$ cat src/rtl/shape_raster_pkg.sv
// Shared definitions for the shape rasterizer slice.
//   raster_state_e  : top-level FSM states
//   BBOX_BYTES      : bytes per bounding-box record header (xmin, xmax, ymin, ymax)
//   DEFAULT_FB_BASE : default framebuffer base byte address
//   byte_sel()      : pick byte k (LSB = 0) out of a 32-bit word
package shape_raster_pkg;

  typedef enum logic [2:0] {
    IDLE,
    RD_COUNT,
    RD_BBOX,
    TEST,
    RD_COLOUR,
    WRITE,
    NEXT_PIXEL,
    DONE
  } raster_state_e;

  localparam int unsigned BBOX_BYTES      = 4;
  localparam logic [23:0] DEFAULT_FB_BASE = 24'h800000;

  function automatic logic [7:0] byte_sel(input logic [31:0] v, input logic [1:0] k);
    logic [31:0] t;
    t = v >> {k, 3'b000};
    return t[7:0];
  endfunction

endpackage

$ cat src/rtl/raster_byte_reader.sv
// Reads 1..4 consecutive bytes over a single-outstanding request/valid port.
//   go_i      : pulse (while idle) to start a burst at addr_i of nbytes_i bytes
//   rd_req_o  : held high until rd_valid_i; rd_addr_o stable meanwhile
//   done_o    : one-cycle pulse after the last byte has been captured
//   data_o    : captured bytes, first byte in [7:0]; held until the next go_i
module raster_byte_reader
  import shape_raster_pkg::*;
#(
  parameter int unsigned ADDR_W = 24
) (
  input  logic              clk,
  input  logic              rst,
  input  logic              go_i,
  input  logic [ADDR_W-1:0] addr_i,
  input  logic [2:0]        nbytes_i,
  output logic              rd_req_o,
  output logic [ADDR_W-1:0] rd_addr_o,
  input  logic              rd_valid_i,
  input  logic [7:0]        rd_data_i,
  output logic              done_o,
  output logic [31:0]       data_o
);

  logic              req_q, req_d;
  logic [ADDR_W-1:0] addr_q, addr_d;
  logic [2:0]        cnt_q, cnt_d;
  logic [2:0]        n_q, n_d;
  logic [31:0]       shreg_q, shreg_d;
  logic              done_q, done_d;

  always_comb begin
    req_d   = req_q;
    addr_d  = addr_q;
    cnt_d   = cnt_q;
    n_d     = n_q;
    shreg_d = shreg_q;
    done_d  = 1'b0;
    if (req_q) begin
      if (rd_valid_i) begin
        // Bytes enter at the top and shift down, so the first byte ends lowest.
        shreg_d = {rd_data_i, shreg_q[31:8]};
        addr_d  = addr_q + ADDR_W'(1);
        cnt_d   = cnt_q - 3'd1;
        if (cnt_q == 3'd1) begin
          req_d  = 1'b0;
          done_d = 1'b1;
        end
      end
    end else if (go_i) begin
      req_d   = 1'b1;
      addr_d  = addr_i;
      cnt_d   = nbytes_i;
      n_d     = nbytes_i;
      shreg_d = '0;
    end
  end

  always_ff @(posedge clk) begin
    if (rst) begin
      req_q   <= 1'b0;
      addr_q  <= '0;
      cnt_q   <= '0;
      n_q     <= '0;
      shreg_q <= '0;
      done_q  <= 1'b0;
    end else begin
      req_q   <= req_d;
      addr_q  <= addr_d;
      cnt_q   <= cnt_d;
      n_q     <= n_d;
      shreg_q <= shreg_d;
      done_q  <= done_d;
    end
  end

  always_comb begin
    case (n_q)
      3'd1:    data_o = {24'b0, shreg_q[31:24]};
      3'd2:    data_o = {16'b0, shreg_q[31:16]};
      3'd3:    data_o = {8'b0, shreg_q[31:8]};
      default: data_o = shreg_q;
    endcase
  end

  assign rd_req_o  = req_q;
  assign rd_addr_o = addr_q;
  assign done_o    = done_q;

endmodule

$ cat src/rtl/shape_rasterizer.sv
// Renders one frame of axis-aligned coloured boxes into a byte framebuffer.
// Scene memory: byte 0 = shape count N, then per shape xmin, xmax, ymin, ymax,
// colour (LSB first). Every pixel rescans all shapes; last matching shape wins.
//   start         : pulse to begin a frame (ignored while busy)
//   busy / done   : frame in progress / one-cycle completion pulse
//   rd_*          : byte read port (req held until valid)
//   wr_*          : byte write port (req held until ack)
module shape_rasterizer
  import shape_raster_pkg::*;
#(
  parameter int unsigned X_BITS       = 7,
  parameter int unsigned Y_BITS       = 7,
  parameter int unsigned COLOUR_BYTES = 3,
  parameter int unsigned ADDR_W       = 24,
  parameter logic [ADDR_W-1:0] FB_BASE = ADDR_W'(DEFAULT_FB_BASE),
  parameter logic [8*COLOUR_BYTES-1:0] BG_COLOUR = '0
) (
  input  logic              clk,
  input  logic              rst,
  input  logic              start,
  output logic              busy,
  output logic              done,
  output logic              rd_req,
  output logic [ADDR_W-1:0] rd_addr,
  input  logic              rd_valid,
  input  logic [7:0]        rd_data,
  output logic              wr_req,
  output logic [ADDR_W-1:0] wr_addr,
  output logic [7:0]        wr_data,
  input  logic              wr_ack
);

  localparam int unsigned       CW     = 8 * COLOUR_BYTES;
  localparam int unsigned       P_BITS = X_BITS + Y_BITS;
  localparam logic [ADDR_W-1:0] STRIDE = ADDR_W'(BBOX_BYTES + COLOUR_BYTES);
  localparam logic [2:0]        LAST_K = 3'(COLOUR_BYTES - 1);

  raster_state_e     state_q, state_d;
  logic [P_BITS-1:0] p_q, p_d;
  logic [7:0]        n_q, n_d;
  logic [7:0]        shape_q, shape_d;
  logic [ADDR_W-1:0] rec_q, rec_d;
  logic [ADDR_W-1:0] fb_q, fb_d;
  logic [CW-1:0]     acc_q, acc_d;
  logic [2:0]        k_q, k_d;
  logic              wr_req_q, wr_req_d;
  logic [ADDR_W-1:0] wr_addr_q, wr_addr_d;
  logic [7:0]        wr_data_q, wr_data_d;

  logic              rd_go;
  logic [ADDR_W-1:0] rd_go_addr;
  logic [2:0]        rd_go_n;
  logic              rd_done;
  logic [31:0]       rd_word;

  logic [31:0] x32, y32;
  logic        hit;
  logic        advance;
  logic [31:0] acc32;

  raster_byte_reader #(
    .ADDR_W(ADDR_W)
  ) u_reader (
    .clk        (clk),
    .rst        (rst),
    .go_i       (rd_go),
    .addr_i     (rd_go_addr),
    .nbytes_i   (rd_go_n),
    .rd_req_o   (rd_req),
    .rd_addr_o  (rd_addr),
    .rd_valid_i (rd_valid),
    .rd_data_i  (rd_data),
    .done_o     (rd_done),
    .data_o     (rd_word)
  );

  // Inclusive containment against the bbox just read (xmin, xmax, ymin, ymax).
  always_comb begin
    x32 = 32'(p_q[X_BITS-1:0]);
    y32 = 32'(p_q[P_BITS-1:X_BITS]);
    hit = (32'(rd_word[7:0])   <= x32) && (x32 <= 32'(rd_word[15:8])) &&
          (32'(rd_word[23:16]) <= y32) && (y32 <= 32'(rd_word[31:24]));
  end

  assign acc32 = 32'(acc_q);

  always_comb begin
    state_d    = state_q;
    p_d        = p_q;
    n_d        = n_q;
    shape_d    = shape_q;
    rec_d      = rec_q;
    fb_d       = fb_q;
    acc_d      = acc_q;
    k_d        = k_q;
    wr_req_d   = wr_req_q;
    wr_addr_d  = wr_addr_q;
    wr_data_d  = wr_data_q;
    rd_go      = 1'b0;
    rd_go_addr = '0;
    rd_go_n    = 3'd1;
    advance    = 1'b0;

    case (state_q)
      IDLE: begin
        if (start) begin
          p_d        = '0;
          shape_d    = '0;
          rec_d      = ADDR_W'(1);
          fb_d       = FB_BASE;
          acc_d      = BG_COLOUR;
          k_d        = '0;
          rd_go      = 1'b1;
          rd_go_addr = '0;
          rd_go_n    = 3'd1;
          state_d    = RD_COUNT;
        end
      end

      RD_COUNT: begin
        if (rd_done) begin
          n_d = rd_word[7:0];
          if (rd_word[7:0] == 8'd0) begin
            state_d = WRITE;
          end else begin
            rd_go      = 1'b1;
            rd_go_addr = rec_q;
            rd_go_n    = 3'd4;
            state_d    = RD_BBOX;
          end
        end
      end

      RD_BBOX: begin
        if (rd_done) state_d = TEST;
      end

      TEST: begin
        if (hit) begin
          rd_go      = 1'b1;
          rd_go_addr = rec_q + ADDR_W'(BBOX_BYTES);
          rd_go_n    = 3'(COLOUR_BYTES);
          state_d    = RD_COLOUR;
        end else begin
          advance = 1'b1;
        end
      end

      RD_COLOUR: begin
        if (rd_done) begin
          acc_d   = rd_word[CW-1:0];
          advance = 1'b1;
        end
      end

      WRITE: begin
        if (!wr_req_q) begin
          wr_req_d  = 1'b1;
          wr_addr_d = fb_q;
          wr_data_d = byte_sel(acc32, k_q[1:0]);
        end else if (wr_ack) begin
          fb_d = fb_q + ADDR_W'(1);
          if (k_q == LAST_K) begin
            wr_req_d = 1'b0;
            k_d      = '0;
            state_d  = NEXT_PIXEL;
          end else begin
            k_d       = k_q + 3'd1;
            wr_addr_d = fb_q + ADDR_W'(1);
            wr_data_d = byte_sel(acc32, k_q[1:0] + 2'd1);
          end
        end
      end

      NEXT_PIXEL: begin
        if (&p_q) begin
          state_d = DONE;
        end else begin
          p_d     = p_q + P_BITS'(1);
          shape_d = '0;
          rec_d   = ADDR_W'(1);
          acc_d   = BG_COLOUR;
          if (n_q == 8'd0) begin
            state_d = WRITE;
          end else begin
            rd_go      = 1'b1;
            rd_go_addr = ADDR_W'(1);
            rd_go_n    = 3'd4;
            state_d    = RD_BBOX;
          end
        end
      end

      DONE: state_d = IDLE;

      default: state_d = IDLE;
    endcase

    // Shared exit from TEST (miss) and RD_COLOUR: step to the next record by stride.
    if (advance) begin
      shape_d = shape_q + 8'd1;
      rec_d   = rec_q + STRIDE;
      if (shape_q + 8'd1 == n_q) begin
        state_d = WRITE;
      end else begin
        rd_go      = 1'b1;
        rd_go_addr = rec_q + STRIDE;
        rd_go_n    = 3'd4;
        state_d    = RD_BBOX;
      end
    end
  end

  always_ff @(posedge clk) begin
    if (rst) begin
      state_q   <= IDLE;
      p_q       <= '0;
      n_q       <= '0;
      shape_q   <= '0;
      rec_q     <= '0;
      fb_q      <= '0;
      acc_q     <= '0;
      k_q       <= '0;
      wr_req_q  <= 1'b0;
      wr_addr_q <= '0;
      wr_data_q <= '0;
    end else begin
      state_q   <= state_d;
      p_q       <= p_d;
      n_q       <= n_d;
      shape_q   <= shape_d;
      rec_q     <= rec_d;
      fb_q      <= fb_d;
      acc_q     <= acc_d;
      k_q       <= k_d;
      wr_req_q  <= wr_req_d;
      wr_addr_q <= wr_addr_d;
      wr_data_q <= wr_data_d;
    end
  end

  assign busy    = (state_q != IDLE) && (state_q != DONE);
  assign done    = (state_q == DONE);
  assign wr_req  = wr_req_q;
  assign wr_addr = wr_addr_q;
  assign wr_data = wr_data_q;

endmodule

$ cat config.mk
export PLATFORM = sky130hd
export DESIGN_NAME = shape_rasterizer
export DESIGN_NICKNAME = d
export VERILOG_FILES = /design/src/rtl/shape_raster_pkg.sv /design/src/rtl/raster_byte_reader.sv /design/src/rtl/shape_rasterizer.sv
export SDC_FILE = /design/constraint.sdc
export NUM_CORES = 1
export LEC_CHECK = 0
export CORE_UTILIZATION = 35
export DETAILED_ROUTE_END_ITERATION = 10
export SYNTH_ARGS = -nofsm -noshare
export SYNTH_HDL_FRONTEND = slang
export SYNTH_SLANG_ARGS = --single-unit
$ cat constraint.sdc
create_clock -name clk -period 5.72 [get_ports clk]
set_input_delay 1.144 -clock clk [delete_from_list [all_inputs] [get_ports clk]]
set_output_delay 1.144 -clock clk [all_outputs]
set_load 0.05 [all_outputs]
## Word level (Yosys, flattened, before mapping)

Cells that the tools add are included.

- Bitwise gates (word level): 2
- Muxes and demuxes: 89
- $add $sub $neg: 9
- Reductions and logical operators: 25
- Magnitude comparators: 4
- Shift operators: 2
- Eq/ne operators: 30

Operator list:

| cell | number |
|---|---|
| $mux W24 | 20 |
| $pmux W24 S3 | 2 |
| $mux W32 | 3 |
| $pmux W24 S2 | 2 |
| $pmux W32 S3 | 1 |
| $mux W3 | 25 |
| $add A24 B1 Y24 const B | 2 |
| $add A24 B3 Y24 const B | 2 |
| $mux W8 | 6 |
| $shr A24 B5 Y8 | 2 |
| $mux W14 | 2 |
| $pmux W14 S2 | 1 |
| $ne A3 B3 Y1 const B | 7 |
| $pmux W3 S7 | 1 |
| $mux W1 | 20 |
| $le A7 B8 Y1 | 2 |
| $le A8 B7 Y1 | 2 |
| $logic_not A8 Y1 | 2 |
| $pmux W8 S2 | 1 |
| $eq A3 B2 Y1 const B | 5 |
| $add A14 B1 Y14 const B | 1 |
| $ne A2 B2 Y1 const B | 7 |
| $reduce_and A14 Y1 | 1 |
| $eq A3 B3 Y1 const B | 4 |
| 24 further kinds | 40 |

- Input bits: 13
- Output and inout port bits: 60
- Bits in registers: 205
- Logic and storage cells: 178

## Depth between registers and ports, before layout

Gate-level depths: netlist (run 1).

- Word-level depth: 12
- Depth in mapped cells: 18
- Mapped depth without buffers: 14

## Hierarchy

Synthesis (run 1) repeated with hierarchy kept, for this count alone.

- Cell total of the unflattened synthesis: 1570
- Area total of the unflattened synthesis: 12187.9 µm²

By module, submodules not included:

| module | seq. area each (µm²) | cells an instance | times used | area an instance (µm²) |
|---|---|---|---|---|
| shape_rasterizer | 2822.7 | 1145 | 1 | 8674.6 |
| raster_byte_reader | 1281.2 | 425 | 1 | 3513.4 |

## Least setup slack after synthesis (run 1)

OpenSTA, ideal clock, no wires.

- Kind: register -> register
- Start point: reg u_reader.n_q[1]
- End point: reg u_reader.addr_q[7], in the netlist u_reader.rd_addr_o[7]
- Library setup time: 103 ps
- Arrival: 3804 ps
- Stages on the path, launching flop included: 16
- Path buffers: 2
- Required time: 5617 ps
- Setup slack: 1813 ps
- Clock period less this slack: 3907 ps
- Cell sequence: dfxtp_1 -> clkinv_1 -> nor3_4 -> clkbuf_1 -> a22o_1 -> ha_1 -> a21o_1 -> a21oi_1 -> a21oi_1 -> a2111oi_4 -> nand3_2 -> o21a_1 -> buf_4 -> o41ai_4 -> a21oi_2 -> a2111oi_2

- Cells in the longest elaborated chain, start to end: 12
- Elaborated cells on any way between the ends: 30
- Classes of those cells: 4 x order compare; 3 x eq/ne; 17 x mux; 6 x reduce/logical

Ends and longest elaborated chain:

| what | line | RTL |
|---|---|---|
| start: declaration | raster_byte_reader.sv:27 | `logic [2:0] n_q, n_d;` |
| start signal: assignment | raster_byte_reader.sv:70 | `n_q <= n_d;` |
| $eq A3 B2 Y1 or $eq A3 B1 Y1 (tied branches) | raster_byte_reader.sv:77 | `case (n_q)` |
| $pmux W32 S3 (*) | raster_byte_reader.sv:77 |  |
| $le A8 B7 Y1 or $le A7 B8 Y1 (tied branches) | shape_rasterizer.sv:81 | `hit = (32'(rd_word[7:0]) <= x32) && (x32 <= 32'(rd_word[15:8])) &&` |
| $logic_and A1 B1 Y1 (2 in series) | shape_rasterizer.sv:81 |  |
| $logic_and A1 B1 Y1 | shape_rasterizer.sv:82 | `(32'(rd_word[23:16]) <= y32) && (y32 <= 32'(rd_word[31:24]));` |
| $mux W1 or $mux W24 (tied branches) | shape_rasterizer.sv:139 | `if (hit) begin` |
| $pmux W1 S4 or $pmux W24 S3 (tied branches) | shape_rasterizer.sv:104 | `case (state_q)` |
| $mux W1 or $mux W24 (tied branches) | shape_rasterizer.sv:203 | `if (shape_q + 8'd1 == n_q) begin` |
| $mux W1 or $mux W24 (tied branches) | shape_rasterizer.sv:200 | `if (advance) begin` |
| $reduce_bool A2 Y1 (no line) or $mux W24 (tied branches) | - |  |
| $reduce_and A2 Y1 (no line) or $mux W24 (tied branches) | - |  |
| end signal: assignment | raster_byte_reader.sv:68 | `addr_q <= addr_d;` |
| end: declaration | raster_byte_reader.sv:25 | `logic [ADDR_W-1:0] addr_q, addr_d;` |

Mark *: on every way between the ends. The rest lies on a longest branch, timed or not. The select of a mux whose other input is x is not followed.
A chain may end at the register's enable or synchronous reset.

## Final worst setup path (run 1)

- Start point: reg u_reader.n_q[0]
- End point: reg u_reader.addr_q[7], in the netlist u_reader.rd_addr_o[7]

- Cells in the longest elaborated chain, start to end: 12
- Elaborated cells on any way between the ends: 30
- Classes of those cells: 4 x order compare; 3 x eq/ne; 17 x mux; 6 x reduce/logical

Ends and longest elaborated chain:

| what | line | RTL |
|---|---|---|
| $eq A3 B2 Y1 or $eq A3 B1 Y1 (tied branches) | raster_byte_reader.sv:77 |  |
| $pmux W32 S3 (*) | raster_byte_reader.sv:77 |  |
| named net rd_word[2] | shape_rasterizer.sv:54 | `logic [31:0] rd_word;` |
| $le A8 B7 Y1 | shape_rasterizer.sv:81 |  |
| $logic_and A1 B1 Y1 (2 in series) | shape_rasterizer.sv:81 |  |
| $logic_and A1 B1 Y1 | shape_rasterizer.sv:82 |  |
| $mux W1 or $mux W24 (tied branches) | shape_rasterizer.sv:139 |  |
| $pmux W1 S4 or $pmux W24 S3 (tied branches) | shape_rasterizer.sv:104 |  |
| $mux W1 or $mux W24 (tied branches) | shape_rasterizer.sv:203 |  |
| $mux W1 or $mux W24 (tied branches) | shape_rasterizer.sv:200 |  |
| $reduce_bool A2 Y1 (no line) or $mux W24 (tied branches) | - |  |
| $reduce_and A2 Y1 (no line) or $mux W24 (tied branches) | - |  |

The timed path passes the listed nets; every way through them passes the cells marked *. The select of a mux whose other input is x is not followed.

==> impl_metrics.yaml, run 1 <==
drt:
  viasPerCell: 5.74
  route.detailed.drc: 0
  first_pass_iters: 5
  vias: 11961
  ant_nets: 0
  drt_iter0_drc: 1063
  avgRoutedWirePerCell_um: 17.9
  routed_wl_mm: 37.4
setup_path:
  crit_chain: "inv_1 -> a21oi_1 -> o21ai_0 -> inv_1 -> ha_1 -> and3_1 -> o21ai_0 -> a31oi_1 -> a2111oi_4 -> nand3_2 -> o21a_1 -> buf_4 -> o41ai_4 -> a21oi_2 -> a2111oi_2"
  startpoint_type: "flop"
  max_stage_delay_ps: 700
  critPathSlowestCell: "o21ai_0"
  required_ps: 6140
  cp_top_family: "compound AO/OA/AOI/OAI gates"
  critPathKind: "reg2reg"
  path_buf_inv: 3
  worstPathArrival_ps: 5380
  cp_max_fo: 14
  end_kind: "flop"
place:
  gp_congestion: 0.945
  numPortBuffers: 72
  hpwl_mm: 26.6
  dp.cells: 2041
cts:
  cts_buffers: 24
  clockBufferDepth: 3
  cts_hold_buf: 0
  cts_tree: "built"
  cts_max_level: 1
  clk-insertion-delay-late_ps: 520
  ctsResizeCount: 0
  cts.clk_slew.worst_paths_ps: 60
  cts_setup_buffers: 0
  cts-root-buf: "clkbuf_16"
  tritoncts_num_sinks: 205
grt:
  antenna_found_initial: 0
  grt_pass1_wl_mm: 60.7
  grtUsageTotal_pct: 20.6
  grt_max_degree: 79
  grt_pass1_vias: 11101
  grt_overflow: 0
timing:
  period_share_pct: 86.7
  max_freq_ghz: 0.202
  finalSetupTns_ps: 0
  slew_headroom_pct: 19.6
  hold_viol_final: 0
  worst_pin_slew_ps: 1200
  rsz0062_at_grt: "false"
  setup_viol: 0
  worst_clock_skew_ps: 8.49
  fin_crit_ps: 4960
  whs_ps: 490
  report.final.slew_viol_count: 0
synth:
  synth_compound_area_share_pct: 27.5
  syn-num-nets: 1646
  synth_cells: 1593
  synth_top_area_share_pct: 33.5
  synth_area_per_cell_sq_um: 7.70
  yosys-mux-area-fraction_pct: 1.73
  synthAdderAreaFrac_pct: 4.22
  synthXorXnorAreaFrac_pct: 3.57
  yosysSeqAreaShare_pct: 33.5
  synthesis.area_sq_um: 12300
  async_flop_share_pct: 0
  synth_top_family_by_area: "compound AO/OA/AOI/OAI gates"
  ys_ff_latch: 205
  synth_area_leader_cell: "dfxtp_1"
  synth_warnings: 0
  synth_simple_gate_area_share_pct: 24.3
  synth-edff-count: 0
  synth-main-ff-cell: "dfxtp_1"
  ys_types: 82
  netlist_top_cells_area: "dfxtp_1, nor2_1, a21oi_1"
pwr:
  p_leak_uw: 0.00478
  cellPowerDensity_nw_per_um2: 343
  irDropWorstVdd_mv: 0.199
die:
  coreArea_sq_um: 34500
  die_height_um: 189
  die-area_sq_um: 35800
  initial_utilization_pct: 35.5
  io_pins: 73
  rows: 68
  chipWidth_um: 189
cells_and_area:
  fin_util_pct: 41.0
  stdcell_count: 2083
  diodes: 0
  area_growth_pct: 15.6
  drive_above_1_share_pct: 5.96
  num-nets-final: 1665
outcome:
  status: "finished, final reports clean"
hold_path:
  hp-class: "reg2reg"
flow_run:
  drv_cap: 0
-- metal layers --
metal	global-route usage [%]	share of wire, %
met2	32.7	44
met4	6.85	3.1
met1	28.9	47
met3	2.32	5.2
met5	0	0
-- placed cells by master (no fill, tap or decap), drive strengths merged, types with 8 or more instances in the layout --
cell / instances
or3: 27
a21oi: 157
buf: 26
dfxtp: 205
xor2: 31
nor2: 227
nor2b: 16
o21ai: 109
and3: 22
and4: 8
clkbuf: 33
mux2i: 20
nand3: 52
nand3b: 17
nand2: 114
nor3b: 11
a31oi: 16
ha: 39
a22oi: 20
a211oi: 54
inv: 49
a22o: 40
a32oi: 8
nor3: 53
nand4: 20
o211ai: 15
and2: 18
clkdlybuf4s50: 71
xnor2: 19
-- worst min-delay path: cells and delay by family (launching register included) --
family | cells | cell delay, ps
compound gates | 1 | 60
simple gates | 1 | 70
flops | 1 | 320
-- per-stage QoR --
stage               worst slack (ps)  total power [uW]  cell area (sq um)
detailed placement               876              3220              13300
global placement                1010              3200              13300
global route                     404              5110              14200
CTS                              858              4880              14200
finish                           759              4870              14200
floorplan                       1810              2770              12300
-- area by class of cell --
type / instances / area, sq um
clock buffer: 33 / 706
clock inverter: 9 / 149
sequential: 205 / 4100
tap: 455 / 569
multi-input combinational: 1233 / 7540
timing repair buffer: 97 / 918
fill: 3522 / 20400
inverter: 51 / 191
-- flip-flops by register name (all words and copies together) (netlist names) --
name                count
shape_q                 8
k_q                     3
wr_req                  1
u_reader.shreg_q       32
wr_data                 8
acc_q                  24
rec_q                  24
u_reader.done_o         1
u_reader.rd_req_o       1
u_reader.n_q            3
wr_addr                24
state_q                 3
n_q                     8
u_reader.cnt_q          3
fb_q                   24
p_q                    14
u_reader.rd_addr_o     24
-- cell families (layout without fill, tap and decap cells) --
group / count (synthesis) / in the layout
simple gates: 614 / 614
compound gates: 508 / 508
flops: 205 / 205
buf+inv: 155 / 190
mux: 20 / 20
xor+xnor: 50 / 50
fa+ha+maj: 41 / 41
-- cells in the mapped netlist (5+ instances only) --
cell type  instances
nor3_1            52
nand2_1          114
a21o_1             6
a22o_1            40
buf_1              9
and2_1            18
nor2b_1           16
buf_2              6
nand2b_1           6
nand3_1           50
ha_1              39
nor2_1           226
a22oi_1           20
buf_4              5
a21oi_1          154
o2111ai_1          6
and3_1            22
o21ai_0          105
and4_1             8
o21bai_1           5
a211o_1            5
or3_1             27
nand3b_1          17
inv_1             49
a222oi_1           7
dfxtp_1          205
a31oi_1           16
nor4_1             7
mux2i_1           19
nor3b_1           11
clkbuf_1          80
a32oi_1            8
nand4_1           20
or2_2              7
xnor2_1           19
a211oi_1          54
a21boi_0           5
xor2_1            31
o22ai_1            7
a311oi_1           6
o211ai_1          15
-- path summary, 6_finish.rpt --
path | to | start | cells past startpoint | slack, ps
max | u_reader.rd_addr_o[7] | u_reader.n_q[0] | 15 | 760
min | acc_q[23] | acc_q[23] | 2 | 490
max reg2reg | u_reader.rd_addr_o[7] | u_reader.n_q[0] | 15 | 760
min reg2reg | acc_q[23] | acc_q[23] | 2 | 490
-- where the power goes --
part / internal (uW) / leakage, uW / switching (uW)
clock: 1040 / 0.000424 / 626
sequential: 1520 / 0.00166 / 125
combinational: 487 / 0.00270 / 1070
total: 3040 / 0.00478 / 1820
Note: power is estimated with default switching activity, not from simulation.
==> run 2, diff against run 1 <==
--- a/config.mk
+++ b/config.mk
@@ -5,8 +5,10 @@
 export SDC_FILE = /design/constraint.sdc
 export NUM_CORES = 1
 export LEC_CHECK = 0
-export CORE_UTILIZATION = 35
+export CORE_UTILIZATION = 55
 export DETAILED_ROUTE_END_ITERATION = 10
+export GPL_ROUTABILITY_DRIVEN = 0
+export PLACE_DENSITY = 0.75
 export SYNTH_ARGS = -nofsm -noshare
 export SYNTH_HDL_FRONTEND = slang
 export SYNTH_SLANG_ARGS = --single-unit
==> constraint.sdc (replaced) <==
create_clock -name clk -period 5.72 [get_ports clk]
set_input_delay 0.858 -clock clk [delete_from_list [all_inputs] [get_ports clk]]
set_output_delay 0.858 -clock clk [all_outputs]
set_load 0.05 [all_outputs]
==> impl_metrics.yaml, run 2 (synthesis results as in run 1) <==
setup_path:
  cp_top_family: "compound AO/OA/AOI/OAI gates"
  crit_chain: "clkinv_1 -> a21oi_1 -> o21ai_0 -> inv_1 -> ha_1 -> and3_1 -> o21ai_0 -> a31oi_1 -> a2111oi_4 -> nand3_2 -> o21a_1 -> o31a_4 -> nor2_4 -> a22o_1"
  end_kind: "flop"
  critPathSlowestCell: "o31a_4"
  worstPathArrival_ps: 5780
  startpoint_type: "flop"
  required_ps: 6180
  cp_max_fo: 25
  critPathKind: "reg2reg"
  cp_common_cell: "o21ai_0"
  path_buf_inv: 2
  max_stage_delay_ps: 610
flow_run:
  drv_cap: 0
pwr:
  cellPowerDensity_nw_per_um2: 348
  irDropWorstVdd_mv: 0.242
  finalPower_uw: 4840
  p_leak_uw: 0.00476
place:
  pre_cts_ws_ps: 373
  numPortBuffers: 72
  hpwl_mm: 24.6
  place_area_sq_um: 13100
cells_and_area:
  layout_commonest_cell: "nor2_1"
  largest_register_ffs: 32
  num-nets-final: 1662
  drive_above_1_share_pct: 5.72
  regMostFlops: "u_reader.shreg_q"
  area_growth_pct: 13.7
  diodes: 0
  stdcell_area_sq_um: 13900
  most-common-layout-cells: "nor2_1, dfxtp_1, a21oi_1, nand2_1, o21ai_0"
cts:
  cts_max_level: 1
  cts_buffers: 24
  cts-root-buf: "clkbuf_16"
  cts_tree: "built"
  clockBufferDepth: 3
  cts.clk_slew.worst_paths_ps: 60
  clk-insertion-delay-late_ps: 520
  cts_setup_buffers: 0
  tritoncts_num_sinks: 205
timing:
  finalSetupTns_ps: 0
  fin_crit_ps: 5320
  worst_pin_slew_ps: 1050
  setup_viol: 0
  report.final.slew_viol_count: 0
  max_freq_ghz: 0.188
  whs_ps: 487
  hold_viol_final: 0
  period_share_pct: 93.0
  worst_clock_skew_ps: 9.39
  fin_ws_ps: 401
  slew_headroom_pct: 29.4
  rsz0062_at_grt: "false"
drt:
  routed_wl_mm: 35.4
  vias: 12234
  ant_nets: 0
  route.detailed.drc: 0
  avgRoutedWirePerCell_um: 18.6
  first_pass_iters: 7
  viasPerCell: 6.42
  drt_iter0_drc: 1374
grt:
  grt_pass1_vias: 10727
  grt_max_degree: 72
  grt_overflow: 0
  grtUsageTotal_pct: 30.6
  antenna_found_initial: 0
  grt_pass1_wl_mm: 56.2
die:
  chipWidth_um: 151
  initial_utilization_pct: 56.2
  rows: 54
  io_pins: 73
  coreArea_sq_um: 21800
  die_height_um: 151
  die-area_sq_um: 22900
outcome:
  status: "finished, final reports clean"
hold_path:
  hp-class: "reg2reg"
run 2: layout make-up:
type | instances | area [sq um]
multi-input combinational | 1233 | 7540
clock inverter | 10 | 190
tap | 280 | 350
clock buffer | 32 | 661
timing repair buffer | 94 | 896
inverter | 51 | 191
sequential | 205 | 4110
fill | 1908 | 7890
run 2: worst paths after layout:
path	slack (ps)	end	startpoint	cells after the start
worst min register to register	490	acc_q[6]	acc_q[6]	2
worst max register to register	400	u_reader.shreg_q[12]	u_reader.n_q[1]	14
worst min-delay path	490	acc_q[6]	acc_q[6]	2
worst max-delay path	400	u_reader.shreg_q[12]	u_reader.n_q[1]	14
run 2: tightest hold or removal path: cells and delay by family (launching register included):
kind	cells	cell delay (ps)
AOI/OAI and AO/OA	1	60
DFF	1	320
and+or+nand+nor	1	70
run 2: power breakdown:
group	switching (uW)	leakage [uW]	total [uW]	internal, uW
Clock	610	0.000417	1650	1040
Combinational	1060	0.00268	1540	481
Sequential	137	0.00166	1660	1520
Total	1810	0.00476	4840	3040
run 2: timing repair:
item | 4_1_cts | 5_1_grt
hold buffers | 0 | 0
endpoints found under the hold margin | 0 | 0
resized for setup | 0 | 1
setup endpoints to repair | 0 | 26
run 2: per-stage QoR:
stage	utilization (%)	instances
finish	63.9	1905
global route	63.9	1905
CTS	63.9	1905
detailed placement	60.0	1863
global placement	60.0	1863
floorplan	-	1593
run 2: per-layer routing:
metal  track usage (%)  routed length, um  share of wire (%)
met5                 0                  0                  0
met3              6.11               3370                9.5
met2              45.7              15400                 43
met4              10.8               1060                3.0
met1              43.4              15600                 44
==> run 3, diff against run 2 <==
==> constraint.sdc (replaced) <==
create_clock -name clk -period 4.9 [get_ports clk]
set_input_delay 0.735 -clock clk [delete_from_list [all_inputs] [get_ports clk]]
set_output_delay 0.735 -clock clk [all_outputs]
set_load 0.05 [all_outputs]
==> impl_metrics.yaml, run 3 (synthesis results as in run 1) <==
cts:
  cts_setup_buffers: 0
  cts_buffers: 23
  clk-insertion-delay-late_ps: 530
  cts.clk_slew.worst_paths_ps: 60
  clockBufferDepth: 3
  cts_tree: "built"
  tritoncts_num_sinks: 205
  cts-root-buf: "clkbuf_16"
  cts_max_level: 1
setup_path:
  r2r_setup_slack_ps: 360
  r2r_cells: 14
  end_kind: "flop"
  max_stage_delay_ps: 550
  cp_max_fo: 25
  r2r_start: "u_reader.n_q[2]"
  worstPathArrival_ps: 5010
  crit_chain: "and2b_1 -> a32oi_1 -> o21ai_0 -> inv_1 -> ha_1 -> and3_1 -> o21ai_0 -> a31oi_1 -> a2111oi_4 -> nand3_2 -> o21a_1 -> o31a_4 -> nor2_4 -> a22o_1"
  required_ps: 5370
  startpoint_type: "flop"
  cp_common_cell: "o21ai_0"
  critPathKind: "reg2reg"
  critPathSlowestCell: "o31a_4"
  rr_endpoint: "u_reader.shreg_q[2]"
die:
  chipWidth_um: 151
  coreArea_sq_um: 21800
  io_pins: 73
  die_height_um: 151
  rows: 54
  die-area_sq_um: 22900
  initial_utilization_pct: 56.2
timing:
  worst_clock_skew_ps: 25.5
  slew_headroom_pct: 25.8
  max_freq_ghz: 0.220
  fin_ws_ps: 359
  finalSetupTns_ps: 0
  setup_viol: 0
  hold_viol_final: 0
  worst_pin_slew_ps: 1110
  rsz0062_at_grt: "false"
  fin_crit_ps: 4540
  period_share_pct: 92.7
  report.final.slew_viol_count: 0
  whs_ps: 488
place:
  hpwl_mm: 25.2
  pre_cts_ws_ps: 260
  dp.cells: 1878
  place_area_sq_um: 13200
  numPortBuffers: 72
pwr:
  irDropWorstVdd_mv: 0.281
  cellPowerDensity_nw_per_um2: 406
  p_leak_uw: 0.00480
outcome:
  status: "finished, final reports clean"
cells_and_area:
  area_growth_pct: 14.5
  num-nets-final: 1677
  stdcell_area_sq_um: 14000
  regMostFlops: "u_reader.shreg_q"
  layout_commonest_cell: "nor2_1"
  most-common-layout-cells: "nor2_1, dfxtp_1, a21oi_1, nand2_1, o21ai_0"
  diodes: 0
  fill_cells: 1926
  drive_above_1_share_pct: 6.89
  largest_register_ffs: 32
  stdcell_count: 1921
hold_path:
  hold_depth: 2
  hold_end: "acc_q[16]"
  min_from: "acc_q[16]"
  hp-class: "reg2reg"
flow_run:
  drv_cap: 0
grt:
  grt_pass1_vias: 10993
  antenna_found_initial: 0
  grt_max_degree: 70
  grt_overflow: 0
  grt_pass1_wl_mm: 57.6
  grtUsageTotal_pct: 31.4
drt:
  drt_iter0_drc: 1600
  avgRoutedWirePerCell_um: 18.9
  routed_wl_mm: 36.3
  ant_nets: 0
  viasPerCell: 6.44
  route.detailed.drc: 0
  vias: 12363
  first_pass_iters: 7
[run 3: cell type report]
class / instances / area, sq um / area share, %
timing repair buffer: 109 / 1010 / 7.19
clock buffer: 26 / 597 / 4.25
inverter: 51 / 191 / 1.36
clock inverter: 16 / 221 / 1.58
multi-input combinational: 1234 / 7560 / 53.9
sequential: 205 / 4100 / 29.2
tap: 280 / 350 / 2.50
[run 3: how the worst max path moves through the flow]
stage / end / slack (ps) / depth (start not counted) / from
final: u_reader.shreg_q[2] / 360 / 14 / u_reader.n_q[2]
after global routing: u_reader.shreg_q[2] / 90 / 14 / u_reader.n_q[1]
after CTS: u_reader.shreg_q[8] / 240 / 14 / u_reader.n_q[1]
after detailed placement: u_reader.shreg_q[18] / 260 / 14 / u_reader.n_q[1]
after global placement: u_reader.shreg_q[30] / 460 / 14 / u_reader.n_q[2]
after floorplan: u_reader.rd_addr_o[7] / 990 / 15 / u_reader.n_q[1]
[run 3: repair_timing]
item / in CTS / in global routing
gates resized for setup: 0 / 3
setup endpoints to repair: 0 / 30
hold buffers: 0 / 0
[run 3: metrics by stage]
step / util (%) / power (uW)
after global placement: 60.5 / 3750
after floorplan: - / 3230
after detailed placement: 60.5 / 3780
after CTS: 64.2 / 5650
after global routing: 64.3 / 5930
final: 64.3 / 5690
[run 3: layer usage]
metal / track usage [%] / vias up / routed length (um) / part of all wire (%)
li1: - / 5899 / - / -
met1: 44.5 / 5710 / 15900 / 44
met2: 48.2 / 631 / 15700 / 43
met3: 4.34 / 123 / 3340 / 9.2
met4: 11.6 / 0 / 1350 / 3.7
met5: 0 / - / 0 / 0
[run 3: where the power goes]
part	total, uW	switching [uW]	leakage (uW)	internal (uW)
Combinational	1880	1280	0.00276	601
Clock	1880	735	0.000388	1140
Sequential	1930	161	0.00166	1770
[run 3: critical path: cells and delay by family, from the launching register on]
family                   cells  cell delay, ps
adder cells (fa/ha/maj)      1             240
AND/OR/NAND/NOR              4            1160
AO/OA/AOI/OAI                8            2480
flip-flops                   1             480
buffers and inverters        1              90
